## src/rtl/multiplier_booth_r4.sv

```systemverilog
// Signed Q(WIDTH-FRAC).FRAC multiplier, radix-4 Booth, 2 multiplier bits per cycle.
// Define MULT_BOOTH_SAT_EN to saturate the result on overflow instead of wrapping.
module multiplier_booth_r4 #(
  parameter int WIDTH = 16,
  parameter int FRAC  = 7
) (
  input  logic             i_clk,
  input  logic             i_rst,
  input  logic             i_start,
  input  logic [WIDTH-1:0] i_multiplicand,
  input  logic [WIDTH-1:0] i_multiplier,
  input  logic             i_rnd_mode,
  output logic             o_busy,
  output logic             o_done,
  output logic [WIDTH-1:0] o_result,
  output logic             o_overflow_flag
);

  localparam int AW    = WIDTH + 2;
  localparam int PW    = 2 * WIDTH;
  localparam int HW    = PW - FRAC;
  localparam int STEPS = WIDTH / 2;
  localparam int CW    = $clog2(STEPS + 1);

  typedef enum logic [1:0] {S_IDLE, S_CALC, S_DONE} state_t;

  state_t           r_state, w_state_nxt;
  logic [WIDTH-1:0] r_m;
  logic [WIDTH:0]   r_q;
  logic [AW-1:0]    r_acc;
  logic [CW-1:0]    r_cnt;
  logic             r_rnd;
  logic [WIDTH-1:0] r_result;
  logic             r_ovf;

  logic             w_load, w_step, w_fin;
  logic [AW-1:0]    w_mx, w_m2, w_pp, w_sum, w_acc_nxt;
  logic [WIDTH:0]   w_q_nxt;
  logic [HW-1:0]    w_p_hi, w_r_hi;
  logic             w_ovf;
  logic [WIDTH-1:0] w_res;

  always_comb begin
    w_state_nxt = r_state;
    w_load      = 1'b0;
    w_step      = 1'b0;
    w_fin       = 1'b0;
    case (r_state)
      S_IDLE: if (i_start) begin
        w_state_nxt = S_CALC;
        w_load      = 1'b1;
      end
      S_CALC: begin
        w_step = 1'b1;
        if (r_cnt == CW'(STEPS - 1)) begin
          w_state_nxt = S_DONE;
          w_fin       = 1'b1;
        end
      end
      S_DONE: begin
        if (i_start) begin
          w_state_nxt = S_CALC;
          w_load      = 1'b1;
        end else begin
          w_state_nxt = S_IDLE;
        end
      end
      default: w_state_nxt = S_IDLE;
    endcase
  end

  // Booth digit from the overlapping triplet; acc is two bits wider so +-2M never wraps.
  always_comb begin
    w_mx = {{2{r_m[WIDTH-1]}}, r_m};
    w_m2 = {w_mx[AW-2:0], 1'b0};
    case (r_q[2:0])
      3'b001, 3'b010: w_pp = w_mx;
      3'b011:         w_pp = w_m2;
      3'b100:         w_pp = -w_m2;
      3'b101, 3'b110: w_pp = -w_mx;
      default:        w_pp = '0;
    endcase
    w_sum     = r_acc + w_pp;
    w_acc_nxt = {{2{w_sum[AW-1]}}, w_sum[AW-1:2]};
    w_q_nxt   = {w_sum[1:0], r_q[WIDTH:2]};
  end

  // Product is {acc[W-1:0], q[W:1]} after the last step; rounding only carries into bit FRAC.
  always_comb begin
    w_p_hi = {w_acc_nxt[WIDTH-1:0], w_q_nxt[WIDTH:FRAC+1]};
    w_r_hi = w_p_hi + HW'(r_rnd & w_q_nxt[FRAC]);
    w_ovf  = !((&w_r_hi[HW-1:WIDTH-1]) || !(|w_r_hi[HW-1:WIDTH-1]));
`ifdef MULT_BOOTH_SAT_EN
    if (w_ovf)
      w_res = w_r_hi[HW-1] ? {1'b1, {(WIDTH-1){1'b0}}} : {1'b0, {(WIDTH-1){1'b1}}};
    else
      w_res = w_r_hi[WIDTH-1:0];
`else
    w_res = w_r_hi[WIDTH-1:0];
`endif
  end

  always_ff @(posedge i_clk or posedge i_rst) begin
    if (i_rst) begin
      r_state  <= S_IDLE;
      r_m      <= '0;
      r_q      <= '0;
      r_acc    <= '0;
      r_cnt    <= '0;
      r_rnd    <= 1'b0;
      r_result <= '0;
      r_ovf    <= 1'b0;
    end else begin
      r_state <= w_state_nxt;
      if (w_load) begin
        r_m   <= i_multiplicand;
        r_q   <= {i_multiplier, 1'b0};
        r_rnd <= i_rnd_mode;
        r_acc <= '0;
        r_cnt <= '0;
      end else if (w_step) begin
        r_acc <= w_acc_nxt;
        r_q   <= w_q_nxt;
        r_cnt <= r_cnt + CW'(1);
      end
      if (w_fin) begin
        r_result <= w_res;
        r_ovf    <= w_ovf;
      end
    end
  end

  assign o_busy          = (r_state == S_CALC);
  assign o_done          = (r_state == S_DONE);
  assign o_result        = r_result;
  assign o_overflow_flag = r_ovf;

endmodule

```

## config.mk

```make
export PLATFORM = sky130hd
export DESIGN_NAME = multiplier_booth_r4
export DESIGN_NICKNAME = d
export VERILOG_FILES = /design/src/rtl/multiplier_booth_r4.sv
export SDC_FILE = /design/constraint.sdc
export NUM_CORES = 1
export LEC_CHECK = 0
export ABC_AREA = 1
export CAP_MARGIN = 0
export CORE_MARGIN = 2
export CORE_UTILIZATION = 59
export DETAILED_ROUTE_END_ITERATION = 7
export HOLD_SLACK_MARGIN = 0.1
export MAX_ROUTING_LAYER = met4
export PLACE_DENSITY_LB_ADDON = 0.15
export SLEW_MARGIN = 25
export SYNTH_ARGS = -nofsm -noshare
export SYNTH_HDL_FRONTEND = slang
export SYNTH_SLANG_ARGS = --single-unit
```

## constraint.sdc

```tcl
create_clock -name i_clk -period 5.11 [get_ports i_clk]
set_clock_uncertainty 0.1 [all_clocks]
set_input_delay 0.511 -clock i_clk [delete_from_list [all_inputs] [get_ports i_clk]]
set_output_delay 0.511 -clock i_clk [all_outputs]
set_load 0.05 [all_outputs]
```

### Word level (Yosys, flattened, before mapping)

Cells that the tools add are included.

| storage, ports and cells | value |
|---|---|
| logic and storage cells | 52 |
| output and inout bits | 19 |
| register bits | 75 |

| cells by class | value |
|---|---|
| multiplexer cells | 16 |
| eq/ne operators | 11 |
| reduce and logical (&&, ||, !) cells | 11 |
| bitwise logic cells | 1 |
| add/sub/neg operators | 5 |

Operators by type and width:

| cell | number |
|---|---|
| 18-bit case mux with 4 select lines | 1 |
| 18-bit two-way mux | 2 |
| 18-bit negation | 2 |
| 17-bit two-way mux | 2 |
| 25-bit by 1-bit adder with 25-bit output | 1 |
| 18-bit adder | 1 |
| 10-bit AND reduction | 1 |
| 10-bit OR reduction | 1 |
| 3-bit == test, second input constant | 3 |
| 4-bit two-way mux | 2 |
| 3-bit by 2-bit == test with 1-bit output, second input constant | 2 |
| 1-bit two-way mux | 6 |
| 2-bit case mux with 3 select lines | 1 |
| 2-bit OR reduction | 3 |
| 4-bit by 1-bit adder with 4-bit output, second input constant | 1 |
| 4-bit by 3-bit == test with 1-bit output, second input constant | 1 |
| 2-bit two-way mux | 2 |
| 3-bit by 1-bit == test with 1-bit output, second input constant | 1 |
| 2-bit by 1-bit == test with 1-bit output, second input constant | 1 |
| 2-bit == test, second input constant | 1 |
| 1-bit logical NOT | 2 |
| 2-bit logical NOT | 1 |
| 2-bit by 1-bit inequality test with 1-bit output, second input constant | 1 |
| 2-bit inequality test, second input constant | 1 |
| 4 further kinds | 4 |

### Depth between registers and ports, before layout

| logic depth | value |
|---|---|
| word-level depth | 9 |
| depth in mapped cells | 30 |

### Least setup slack after synthesis

OpenSTA, ideal clock, no wires.

| timing | value |
|---|---|
| path type | reg2reg |
| start | reg r_m[1] |
| end | reg r_ovf, in the netlist o_overflow_flag |
| path buffers | 0 |
| path slack | 1572 ps |
| arrival time | 3320 ps |
| period minus slack after synthesis | 3538 ps |
| cell stages (with the launch flop) | 28 |
| cell sequence | dfrtp_1 inv_1 ha_1 nand3_1 nor3_1 nand4_1 nor2_1 inv_1 nand2_1 inv_1 a221o_1 ha_1 nand2_1 inv_1 nand2_1 nand3_1 a21oi_1 nand2_1 nand2_1 nand2_1 nor2_1 nand3_1 nand2_1 nand2_1 nor2_1 nand3_1 nand3_1 nand2_1 |

| on the way | value |
|---|---|
| cells in the longest elaborated chain, start to end | 8 |
| elaborated cells on any way between the ends | 10 |
| classes of those cells | add/sub: 4; mux: 1; reduce/logical: 5 |

RTL lines:

| what | RTL line | source |
|---|---|---|
| start: declaration | 28 | `logic [WIDTH-1:0] r_m;` |
| start signal: assignment | 116 | `r_m <= i_multiplicand;` |
| 18-bit negation (on tied branches) | 80, 79 |  |
| 18-bit case mux with 4 select lines * | 76 | `case (r_q[2:0])` |
| 18-bit adder * | 83 | `w_sum = r_acc + w_pp;` |
| 25-bit by 1-bit adder with 25-bit output * | 91 | `w_r_hi = w_p_hi + HW'(r_rnd & w_q_nxt[FRAC]);` |
| 10-bit OR reduction | 92 | `w_ovf = !((&w_r_hi[HW-1:WIDTH-1]) \|\| !(\|w_r_hi[HW-1:WIDTH-1]));` |
| 1-bit logical NOT | 92 |  |
| 1-bit logical OR * | 92 |  |
| 1-bit logical NOT * | 92 |  |
| end signal: assignment | 128 | `r_ovf <= w_ovf;` |
| end: declaration | 34 | `logic r_ovf;` |

Mark *: on every way between the ends. The rest lies on a longest branch, timed or not.
A chain may end at the register's enable or synchronous reset.

### Final worst setup path

Ends and elaborated chain as after synthesis.

==> impl_metrics.py <==
metrics = {
    "yosys": {
        "synth_compound_area_share_pct": 13.2,
        "async_flop_share_pct": 100,
        "synth_adder_area_share_pct": 5.01,
        "synth_area_per_cell_um2": 6.65,
        "synthFlopType": "dfrtp_1",
        "synth_top_family_by_area": "simple AND/OR/NAND/NOR gates",
        "yosys.area_share.simple_pct": 37.2,
        "synthCells": 850,
        "synth_edf_count": 0,
        "syn_nets": 908,
        "synth_mux_area_share_pct": 0,
        "yosysUniqueCellTypes": 39,
        "synth_xor_area_share_pct": 2.33,
        "yosys_warnings": 0,
        "ys_seq_area_share_pct": 32.3,
        "synthesis.area_mm2": 0.00565,
        "ys_ff_latch": 73,
    },
    "cells_and_area": {
        "fill_cells": 829,
        "fin_cells": 1032,
        "drive_above_1_share_pct": 8.75,
        "layout_commonest_cell": "nand2_1",
        "final_cell_mix": "263 x nand2_1, 113 x inv_1, 74 x nand3_1, 73 x dfrtp_1, 61 x nor2_1",
        "syn_to_final_growth_pct": 14.9,
        "regArea_mm2": 0.00183,
        "antennaDiodeCount": 0,
        "multiInputGateArea_mm2": 0.00326,
        "fin_area_mm2": 0.00649,
        "nets": 956,
    },
    "worst_setup_path": {
        "r2r_end": "o_overflow_flag",
        "endpoint": "o_overflow_flag",
        "reg2reg_depth": 27,
        "cp_max_fo": 6,
        "crit_arrival_ns": 4.38,
        "cp-end-kind": "flip-flop",
        "r2r_slack_ns": 0.89,
        "cp-start-kind": "flip-flop",
        "cp-startpoint": "r_m[1]",
        "worstPathRequired_ns": 5.27,
        "reg2reg_from": "r_m[1]",
        "critPathKind": "flip-flop to flip-flop",
    },
    "route": {
        "drt_iter0_markers": 333,
        "drc": 0,
        "antenna_left": 0,
        "dr.pass1.iters": 5,
        "detail_route.vias_per_cell": 5.55,
        "vias": 5728,
        "route.final.wire_length_mm": 14.8,
        "routedWlPerCell_um": 14.4,
    },
    "clock_network": {
        "path_clk_slew_ns": 0.09,
        "cts_resized": 0,
        "ctsRootBufferMaster": "clkbuf_8",
        "cts.sinks": 73,
        "h-tree-depth": 3,
        "cts_tree": "built",
        "clock_path_buffers": 2,
        "cts_setup_buffers": 0,
        "clk_latency_ns": 0.36,
        "cts_buffers": 9,
        "cts_hold_buf": 0,
    },
    "floorplanning": {
        "die_h_um": 102,
        "die_area_mm2": 0.0104,
        "placeableCoreArea_mm2": 0.00928,
        "start_util_pct": 60.8,
        "ioPinCount": 55,
        "dieWidth_um": 102,
        "placementRows": 35,
    },
    "global_route": {
        "grt_pass1_vias": 5486,
        "grt_max_degree": 50,
        "antenna_found_initial": 0,
        "grt_pass1_wl_mm": 25.4,
        "grt-ovfl-total": 0,
        "grt_use_total_pct": 32.0,
    },
    "timing": {
        "grt_setup_unrepaired": "no",
        "setup_tns_ns": 0,
        "layout_setup_ws_ns": 0.892,
        "max_freq_mhz": 237,
        "slew_headroom_pct": 46.8,
        "period_minus_slack_ns": 4.22,
        "hold_violations": 0,
        "finalSetupViolCount": 0,
        "worst_slew_pin_slew_ns": 0.797,
        "slew_viol_final": 0,
        "min_period_over_period_pct": 82.5,
    },
    "placement": {
        "dpl_worst_slack_ns": 0.955,
        "hpwl_mm": 11.5,
        "placed_area_mm2": 0.00630,
        "dp.cells": 1016,
        "portBuffers": 54,
        "gp_congestion": 0.984,
    },
    "min_path": {
        "hold_path_class": "flip-flop to flip-flop",
        "hold_depth": 2,
    },
    "flow_run": {
        "cap_violations": 0,
    },
    "status": {
        "status": "finished, final reports clean",
    },
}
==> how the worst min path moves through the flow <==
stage                 from          end  slack [ns]
2_1_floorplan        r_rnd        r_rnd        0.35
3_3_place_gp   o_result[1]  o_result[1]        0.35
3_5_place_dp   o_result[1]  o_result[1]        0.37
4_1_cts        o_result[1]  o_result[1]        0.39
5_1_grt        o_result[7]  o_result[7]        0.42
6_report       o_result[1]  o_result[1]        0.38
==> registers in the layout, summed over array words and instances, names as in the netlist <==
register / cells
o_result: 16
r_m: 16
r_cnt: 4
r_q: 17
o_overflow_flag: 1
r_acc: 16
r_rnd: 1
r_state: 2
==> Yosys cell counts (3+ instances only) <==
master,number,area [um2]
nand2_1,263,987
inv_1,115,432
nand3_1,74,370
dfrtp_1,73,1830
nor2_1,61,229
o21ai_0,57,285
ha_1,21,263
nand2_2,20,125
clkbuf_1,17,63.8
o221ai_1,15,131
nand4_1,14,87.6
xor2_1,14,123
a21oi_1,13,65.1
o22ai_1,12,75.1
nor2_2,11,68.8
inv_2,10,37.5
nand3_2,7,70.1
nor3_1,7,35.0
a221o_1,6,60.1
o21ai_1,6,30.0
nor2_4,5,56.3
and2_1,3,18.8
buf_1,3,11.3
nand3b_1,3,22.5
o2111ai_1,3,26.3
==> cell type report <==
type / instances / area share (%)
clock buffers: 10 / 1.97
clock inverters: 6 / 1.00
inverters: 128 / 7.42
multi-input cells: 628 / 50.2
flip-flops and latches: 73 / 28.1
well taps: 129 / 2.49
repair buffers: 58 / 8.79
==> metrics by stage <==
step,hold slack [ns],utilization [%]
after floorplan,0.349,-
after global placement,0.353,67.8
after detailed placement,0.366,67.8
after CTS,0.387,69.9
after global routing,0.418,69.9
final,0.383,69.9
==> cell families (layout without fill, tap and decap cells) <==
logic type	after synthesis	count (layout)
flops	73	73
xor+xnor	15	15
compound gates	121	121
fa+ha+maj	22	22
buf+inv	149	202
simple gates	470	470
==> metal layers <==
metal | up-vias | part of all wire [%] | GRT usage, %
met4 | 0 | 2.6 | 11.5
met5 | - | 0 | -
met3 | 33 | 3.9 | 3.83
met1 | 2666 | 46 | 41.7
li1 | 2858 | - | -
met2 | 171 | 47 | 51.8
==> worst max-delay path, cell delays in order (launching register included) <==
cell and delay (ns):
dfrtp_1 0.37, inv_1 0.13, ha_1 0.20, nand3_1 0.13, nor3_1 0.33, nand4_1 0.23
nor2_1 0.17, inv_1 0.07, nand2_1 0.08, inv_1 0.04, a221o_1 0.29, ha_1 0.37
nand2_1 0.15, inv_1 0.06, nand2_1 0.06, nand3_1 0.07, a21oi_1 0.27, nand2_1 0.11
nand2_1 0.07, nand2_1 0.08, nor2_1 0.17, nand3_1 0.10, nand2_1 0.07, nand2_1 0.08
nor2_1 0.12, nand3_1 0.08, nand3_1 0.07, nand2_1 0.05
Power is left out: the tool's default activity adds up to more than one toggle a clock period on the data nets, which glitch-free logic cannot reach.
